[config.mk]
export PLATFORM = sky130hd
export DESIGN_NAME = hazard_pipe_ctrl
export DESIGN_NICKNAME = d
export VERILOG_FILES = /design/src/rtl/riscv_pkg.sv /design/src/rtl/ctrl_pipe_reg.sv /design/src/rtl/hazard_pipe_ctrl.sv
export SDC_FILE = /design/constraint.sdc
export NUM_CORES = 1
export LEC_CHECK = 0
export ABC_AREA = 0
export CORE_MARGIN = 3
export CORE_UTILIZATION = 46
export CTS_CLUSTER_DIAMETER = 120
export DETAILED_ROUTE_END_ITERATION = 10
export PLACE_DENSITY = 0.8
export SETUP_SLACK_MARGIN = 0.02
export SLEW_MARGIN = 25
export SYNTH_ARGS = -nofsm -noshare
export SYNTH_HDL_FRONTEND = slang
export SYNTH_SLANG_ARGS = --single-unit
export TNS_END_PERCENT = 20
[constraint.sdc]
create_clock -name clk -period 2.12 [get_ports clk]
set_input_delay 0.424 -clock clk [delete_from_list [all_inputs] [get_ports clk]]
set_output_delay 0.424 -clock clk [all_outputs]
set_load 0.1 [all_outputs]
[src/rtl/riscv_pkg.sv]
// Shared RISC-V pipeline definitions: opcodes, ALU/immediate encodings and
// the forwarding-mux select values used by the hazard unit.
package riscv_pkg;

  localparam logic [6:0] OP_LOAD   = 7'b0000011;
  localparam logic [6:0] OP_STORE  = 7'b0100011;
  localparam logic [6:0] OP_RTYPE  = 7'b0110011;
  localparam logic [6:0] OP_ITYPE  = 7'b0010011;
  localparam logic [6:0] OP_BRANCH = 7'b1100011;

  typedef enum logic [2:0] {
    ALU_ADD = 3'b000,
    ALU_SUB = 3'b001,
    ALU_AND = 3'b010,
    ALU_OR  = 3'b011,
    ALU_SLT = 3'b101
  } alu_op_t;

  typedef enum logic [1:0] {
    IMM_I = 2'b00,
    IMM_S = 2'b01,
    IMM_B = 2'b10
  } imm_src_t;

  typedef enum logic [1:0] {
    FWD_RF  = 2'b00,
    FWD_WB  = 2'b01,
    FWD_MEM = 2'b10
  } fwd_sel_t;

  // The younger (MEM) producer always wins over the older (WB) one.
  function automatic fwd_sel_t fwd_select(input logic mem_hit, input logic wb_hit);
    if (mem_hit) begin
      return FWD_MEM;
    end else if (wb_hit) begin
      return FWD_WB;
    end
    return FWD_RF;
  endfunction

endpackage

[src/rtl/ctrl_pipe_reg.sv]
// One pipeline stage's control register: reset and bubble-insertion clear
// both load zeros, otherwise the stage simply captures its input.
module ctrl_pipe_reg #(
  parameter int W = 8
) (
  input  logic         clk,
  input  logic         rst_n,
  input  logic         clear,
  input  logic [W-1:0] d,
  output logic [W-1:0] q
);

  // Reset and clear are both synchronous; clear turns the stage into a bubble.
  always_ff @(posedge clk) begin
    if (!rst_n) begin
      q <= '0;
    end else if (clear) begin
      q <= '0;
    end else begin
      q <= d;
    end
  end

endmodule

[src/rtl/hazard_pipe_ctrl.sv]
// Control-side pipeline (ID/EX, EX/MEM, MEM/WB) with load-use stall,
// taken-branch flush, operand forwarding select and saturating event counters.
module hazard_pipe_ctrl
  import riscv_pkg::*;
#(
  parameter int REG_AW = 5,
  parameter int CNT_W  = 16
) (
  input  logic              clk,
  input  logic              rst_n,
  input  logic              id_valid,
  input  logic [REG_AW-1:0] id_rs1,
  input  logic [REG_AW-1:0] id_rs2,
  input  logic [REG_AW-1:0] id_rd,
  input  logic              id_reg_write,
  input  logic              id_alu_src,
  input  logic              id_mem_write,
  input  logic              id_result_src,
  input  logic              id_branch,
  input  logic [2:0]        id_alu_control,
  input  logic              ex_zero,
  output logic              ex_reg_write,
  output logic              ex_alu_src,
  output logic              ex_mem_write,
  output logic              ex_result_src,
  output logic              ex_branch,
  output logic [2:0]        ex_alu_control,
  output logic [REG_AW-1:0] ex_rs1,
  output logic [REG_AW-1:0] ex_rs2,
  output logic [REG_AW-1:0] ex_rd,
  output logic              mem_reg_write,
  output logic              mem_mem_write,
  output logic              mem_result_src,
  output logic [REG_AW-1:0] mem_rd,
  output logic              wb_reg_write,
  output logic              wb_result_src,
  output logic [REG_AW-1:0] wb_rd,
  output logic              stall_f,
  output logic              stall_d,
  output logic              flush_d,
  output logic              flush_e,
  output logic              pc_src_e,
  output logic [1:0]        fwd_a_e,
  output logic [1:0]        fwd_b_e,
  output logic [CNT_W-1:0]  stall_cnt,
  output logic [CNT_W-1:0]  flush_cnt
);

  localparam int IDEX_W  = 8 + 3 * REG_AW;
  localparam int EXMEM_W = 3 + REG_AW;
  localparam int MEMWB_W = 2 + REG_AW;

  logic               lu;
  logic               idex_clear;
  logic [IDEX_W-1:0]  idex_d;
  logic [IDEX_W-1:0]  idex_q;
  logic [EXMEM_W-1:0] exmem_d;
  logic [EXMEM_W-1:0] exmem_q;
  logic [MEMWB_W-1:0] memwb_d;
  logic [MEMWB_W-1:0] memwb_q;

  assign idex_d = {id_reg_write, id_alu_src, id_mem_write, id_result_src, id_branch,
                   id_alu_control, id_rs1, id_rs2, id_rd};
  assign idex_clear = flush_e | ~id_valid;

  ctrl_pipe_reg #(.W(IDEX_W)) u_id_ex (
    .clk   (clk),
    .rst_n (rst_n),
    .clear (idex_clear),
    .d     (idex_d),
    .q     (idex_q)
  );

  assign {ex_reg_write, ex_alu_src, ex_mem_write, ex_result_src, ex_branch,
          ex_alu_control, ex_rs1, ex_rs2, ex_rd} = idex_q;

  assign exmem_d = {ex_reg_write, ex_mem_write, ex_result_src, ex_rd};

  ctrl_pipe_reg #(.W(EXMEM_W)) u_ex_mem (
    .clk   (clk),
    .rst_n (rst_n),
    .clear (1'b0),
    .d     (exmem_d),
    .q     (exmem_q)
  );

  assign {mem_reg_write, mem_mem_write, mem_result_src, mem_rd} = exmem_q;

  assign memwb_d = {mem_reg_write, mem_result_src, mem_rd};

  ctrl_pipe_reg #(.W(MEMWB_W)) u_mem_wb (
    .clk   (clk),
    .rst_n (rst_n),
    .clear (1'b0),
    .d     (memwb_d),
    .q     (memwb_q)
  );

  assign {wb_reg_write, wb_result_src, wb_rd} = memwb_q;

  // Load-use stall and branch flush; a taken branch discards the stalled instruction anyway.
  always_comb begin
    pc_src_e = ex_branch & ex_zero;
    lu       = id_valid & ex_result_src & ex_reg_write & (ex_rd != '0) &
               ((ex_rd == id_rs1) | (ex_rd == id_rs2));
    stall_f  = lu & ~pc_src_e;
    stall_d  = lu & ~pc_src_e;
    flush_d  = pc_src_e;
    flush_e  = lu | pc_src_e;
  end

  // Operand forwarding select; writes to x0 are never forwarded.
  always_comb begin
    fwd_a_e = fwd_select(mem_reg_write && (mem_rd != '0) && (mem_rd == ex_rs1),
                         wb_reg_write  && (wb_rd  != '0) && (wb_rd  == ex_rs1));
    fwd_b_e = fwd_select(mem_reg_write && (mem_rd != '0) && (mem_rd == ex_rs2),
                         wb_reg_write  && (wb_rd  != '0) && (wb_rd  == ex_rs2));
  end

  // Stall and flush event counters that stick at all-ones instead of wrapping.
  always_ff @(posedge clk) begin
    if (!rst_n) begin
      stall_cnt <= '0;
      flush_cnt <= '0;
    end else begin
      if (stall_d && (stall_cnt != '1)) begin
        stall_cnt <= stall_cnt + CNT_W'(1);
      end
      if (flush_d && (flush_cnt != '1)) begin
        flush_cnt <= flush_cnt + CNT_W'(1);
      end
    end
  end

endmodule
==> impl_metrics.env <==
export IMPL_status="complete, but fails checks"
export IMPL_violations="setup timing"
export IMPL_layout_setup_ws_ns=-0.339
export IMPL_setup_viol=7
export IMPL_grt_pass1_wl_um=13000
export IMPL_root_buffer="clkbuf_8"
export IMPL_drc=0
export IMPL_hold_ws_ns=0.450
export IMPL_grt_util_met2_pct=36.0
export IMPL_leakage_uw=0.00201
export IMPL_hpwl_um=6300
export IMPL_antennaDiodeCount=0
export IMPL_finalCritPeriodShare_pct=116
export IMPL_fp_row_count=29
export IMPL_drive_gt1_share_pct=39.4
export IMPL_path_max_fanout=4
export IMPL_synth_edff_count=0
export IMPL_yosys_area_share_xor_xnor_pct=11.8
export IMPL_synth_largest_area_cell="dfxtp_1"
export IMPL_finalSetupTns_ns=-1.44
export IMPL_cp_arrival_ns=2.04
export IMPL_vdd_ir_drop_worst_mv=0.480
export IMPL_io_pins=106
export IMPL_clk_insertion_delay_late_ns=0.34
export IMPL_use_met1_pct=25.5
export IMPL_synth_seq_area_share_pct=43.8
export IMPL_netlist_instances=336
export IMPL_cts_sink_count=70
export IMPL_max_freq_mhz=407
export IMPL_synth_area_per_cell_um2=9.53
export IMPL_fin_area_um2=4870
export IMPL_synth_top_family_by_area="simple AND/OR/NAND/NOR gates"
export IMPL_antenna_found_initial=0
export IMPL_finalWirelength_um=8090
export IMPL_skew_ns=0.00928
export IMPL_area_growth_pct=52.1
export IMPL_synth_most_common_cell="dfxtp_1"
export IMPL_ys_seq_elements=70
export IMPL_synth_mux_area_fraction_pct=2.50
export IMPL_grt_use_met3_pct=5.44
export IMPL_pwr_density_cell_nw_per_um2=631
export IMPL_critPathLaunchType="register"
export IMPL_synth_top_area_share_pct=43.8
export IMPL_hold_violations=0
export IMPL_cp_slowest_cell="or4_4"
export IMPL_hp_class="primary input to register"
export IMPL_synth_commonest_cells="dfxtp_1 (70), and2_1 (41), xor2_1 (25)"
export IMPL_synth_nets=365
export IMPL_overflow=0
export IMPL_slew_headroom_pct=52.8
export IMPL_drt_initial_drc_count=87
export IMPL_synth_area_leaders="dfxtp_1 (44%), and2_1 (8.0%), xor2_1 (6.8%), xnor2_1 (4.9%), mux2i_1 (2.5%)"
export IMPL_wire_per_inst_um=14.8
export IMPL_slew_violations=0
export IMPL_grt_usage_pct=21.1
export IMPL_crit_required_ns=1.70
export IMPL_vias=2854
export IMPL_ant_nets=0
export IMPL_async_flop_share_pct=0
export IMPL_yosys_warnings=0
export IMPL_drv_cap=0
export IMPL_h_tree_depth=3
export IMPL_synth_compound_area_share_pct=8.56
export IMPL_ys_flop_type="dfxtp_1"
export IMPL_first_global_vias=2783
export IMPL_dpl_cell_count=526
export IMPL_slowest_delay_ns=0.57
export IMPL_path_clk_slew_ns=0.07
export IMPL_period_needed_ns=2.46
export IMPL_synth_cell_types=44
export IMPL_syn_area_um2=3200
export IMPL_cts_buffer_depth=2
export IMPL_cp_buffers_inverters=1
export IMPL_die_h_um=89.4
export IMPL_synth_fa_ha_area_share_pct=0.782
export IMPL_rsz0062_at_grt="yes"
export IMPL_initial_core_util_pct=49.0
export IMPL_cts_buffers=9
export IMPL_cp_top_family="simple AND/OR/NAND/NOR gates"
export IMPL_grt_start_max_net_pins=30
export IMPL_cts_tree="yes"
export IMPL_fin_cells=546
export IMPL_yosys_area_share_simple_pct=29.2
export IMPL_vias_per_cell=5.23
export IMPL_cp_cell_sequence="or4_1 -> o21ai_0 -> or4_4 -> nor4_4 -> buf_12"
export IMPL_crit_path_end_kind="output port"
export IMPL_drtPass1Iterations=4
export IMPL_crit_type="register to output port"
export IMPL_grt_busiest_layer="met2"
export IMPL_die_area_um2=8000
export IMPL_die_w_um=89.4
export IMPL_io_buffers=105
export IMPL_core_area_um2=6530
export IMPL_pre_cts_slack_ns=-0.426
export IMPL_finish_net_count=493
export IMPL_routabilityCongestion=0.790
export IMPL_tightest_slew_ns=0.707
export IMPL_placed_cell_area_um2=4590
routing by layer:
layer,share of wire [%],routed length (µm)
met2,51,4110
met3,4.5,361
met5,0,0
met4,1.4,112
met1,43,3510
logic make-up (layout without fill, tap and decap cells):
group | count (synthesis) | after routing
and+or+nand+nor | 153 | 153
DFF | 70 | 70
xor gates and xnor gates | 43 | 43
AOI/OAI and AO/OA | 38 | 38
buffers and inverters | 22 | 155
muxes | 8 | 8
adders and majority gates | 2 | 2
final timing paths:
check                                start                          to  slack (ns)  cells past startpoint
hold / removal                   id_rs2[1]     u_id_ex.q[6]$_SDFF_PP0_        0.45                      2
setup / recovery  u_mem_wb.q[3]$_SDFF_PN0_                  fwd_a_e[0]       -0.34                      5
hold reg to reg   u_id_ex.q[22]$_SDFF_PP0_    u_ex_mem.q[7]$_SDFF_PN0_        0.47                      1
setup reg to reg   u_id_ex.q[4]$_SDFF_PP0_  stall_cnt[11]$_SDFFE_PN0P_        0.12                      7
repair_timing:
item	CTS	global route
resized for setup	12	1
hold buffers	0	0
pin swaps	6	2
buffers inserted	2	2
endpoints found under the setup margin	10	10
power breakdown:
group          total (µW)  internal, µW  switching (µW)
Sequential           1350          1320            30.0
Combinational         447           142             304
Clock                1270           786             486
registers in the layout, indices dropped and copies added, names as in the netlist:
name,flops
u_mem_wb.q,7
stall_cnt,16
flush_cnt,16
u_id_ex.q,23
u_ex_mem.q,8
cell type report:
cell class	count	area, µm²
Multi-Input combinational cell	244	1830
Clock buffer	11	131
Clock inverter	5	108
Inverter	8	33.8
Sequential cell	70	1510
Tap cell	77	96.3
Fill cell	504	1660
Timing Repair Buffer	131	1160
cells in the final DEF, fill, tap and decap left out, drive strengths merged, types with 4 or more instances in the layout:
cell           synthesis  layout
xor2                  25      25
mux2i                  8       8
nor3                   8       8
nand2                 19      19
or4                   12      12
inv                    8       7
nand3                 12      12
nor4                  10      10
buf                    9     105
clkbuf                 5      11
clkdlybuf4s50          0      17
dfxtp                 70      70
o21ai                  8       8
o31ai                  6       6
a21oi                 10      10
xnor2                 18      18
nor2                  18      18
nand4                 10      10
dlygate4sd2            0       9
and2                  41      41
and4                   4       4
nand2b                 8       8
through the flow:
step           utilization, %  total power (µW)
3_5_place_dp             70.2              1830
6_report                 74.5              3070
5_1_grt                  74.5              3170
2_1_floorplan               -              1680
4_1_cts                  74.2              3090
3_3_place_gp             70.2              1820
No activity file was read; power rests on OpenSTA's default activity.
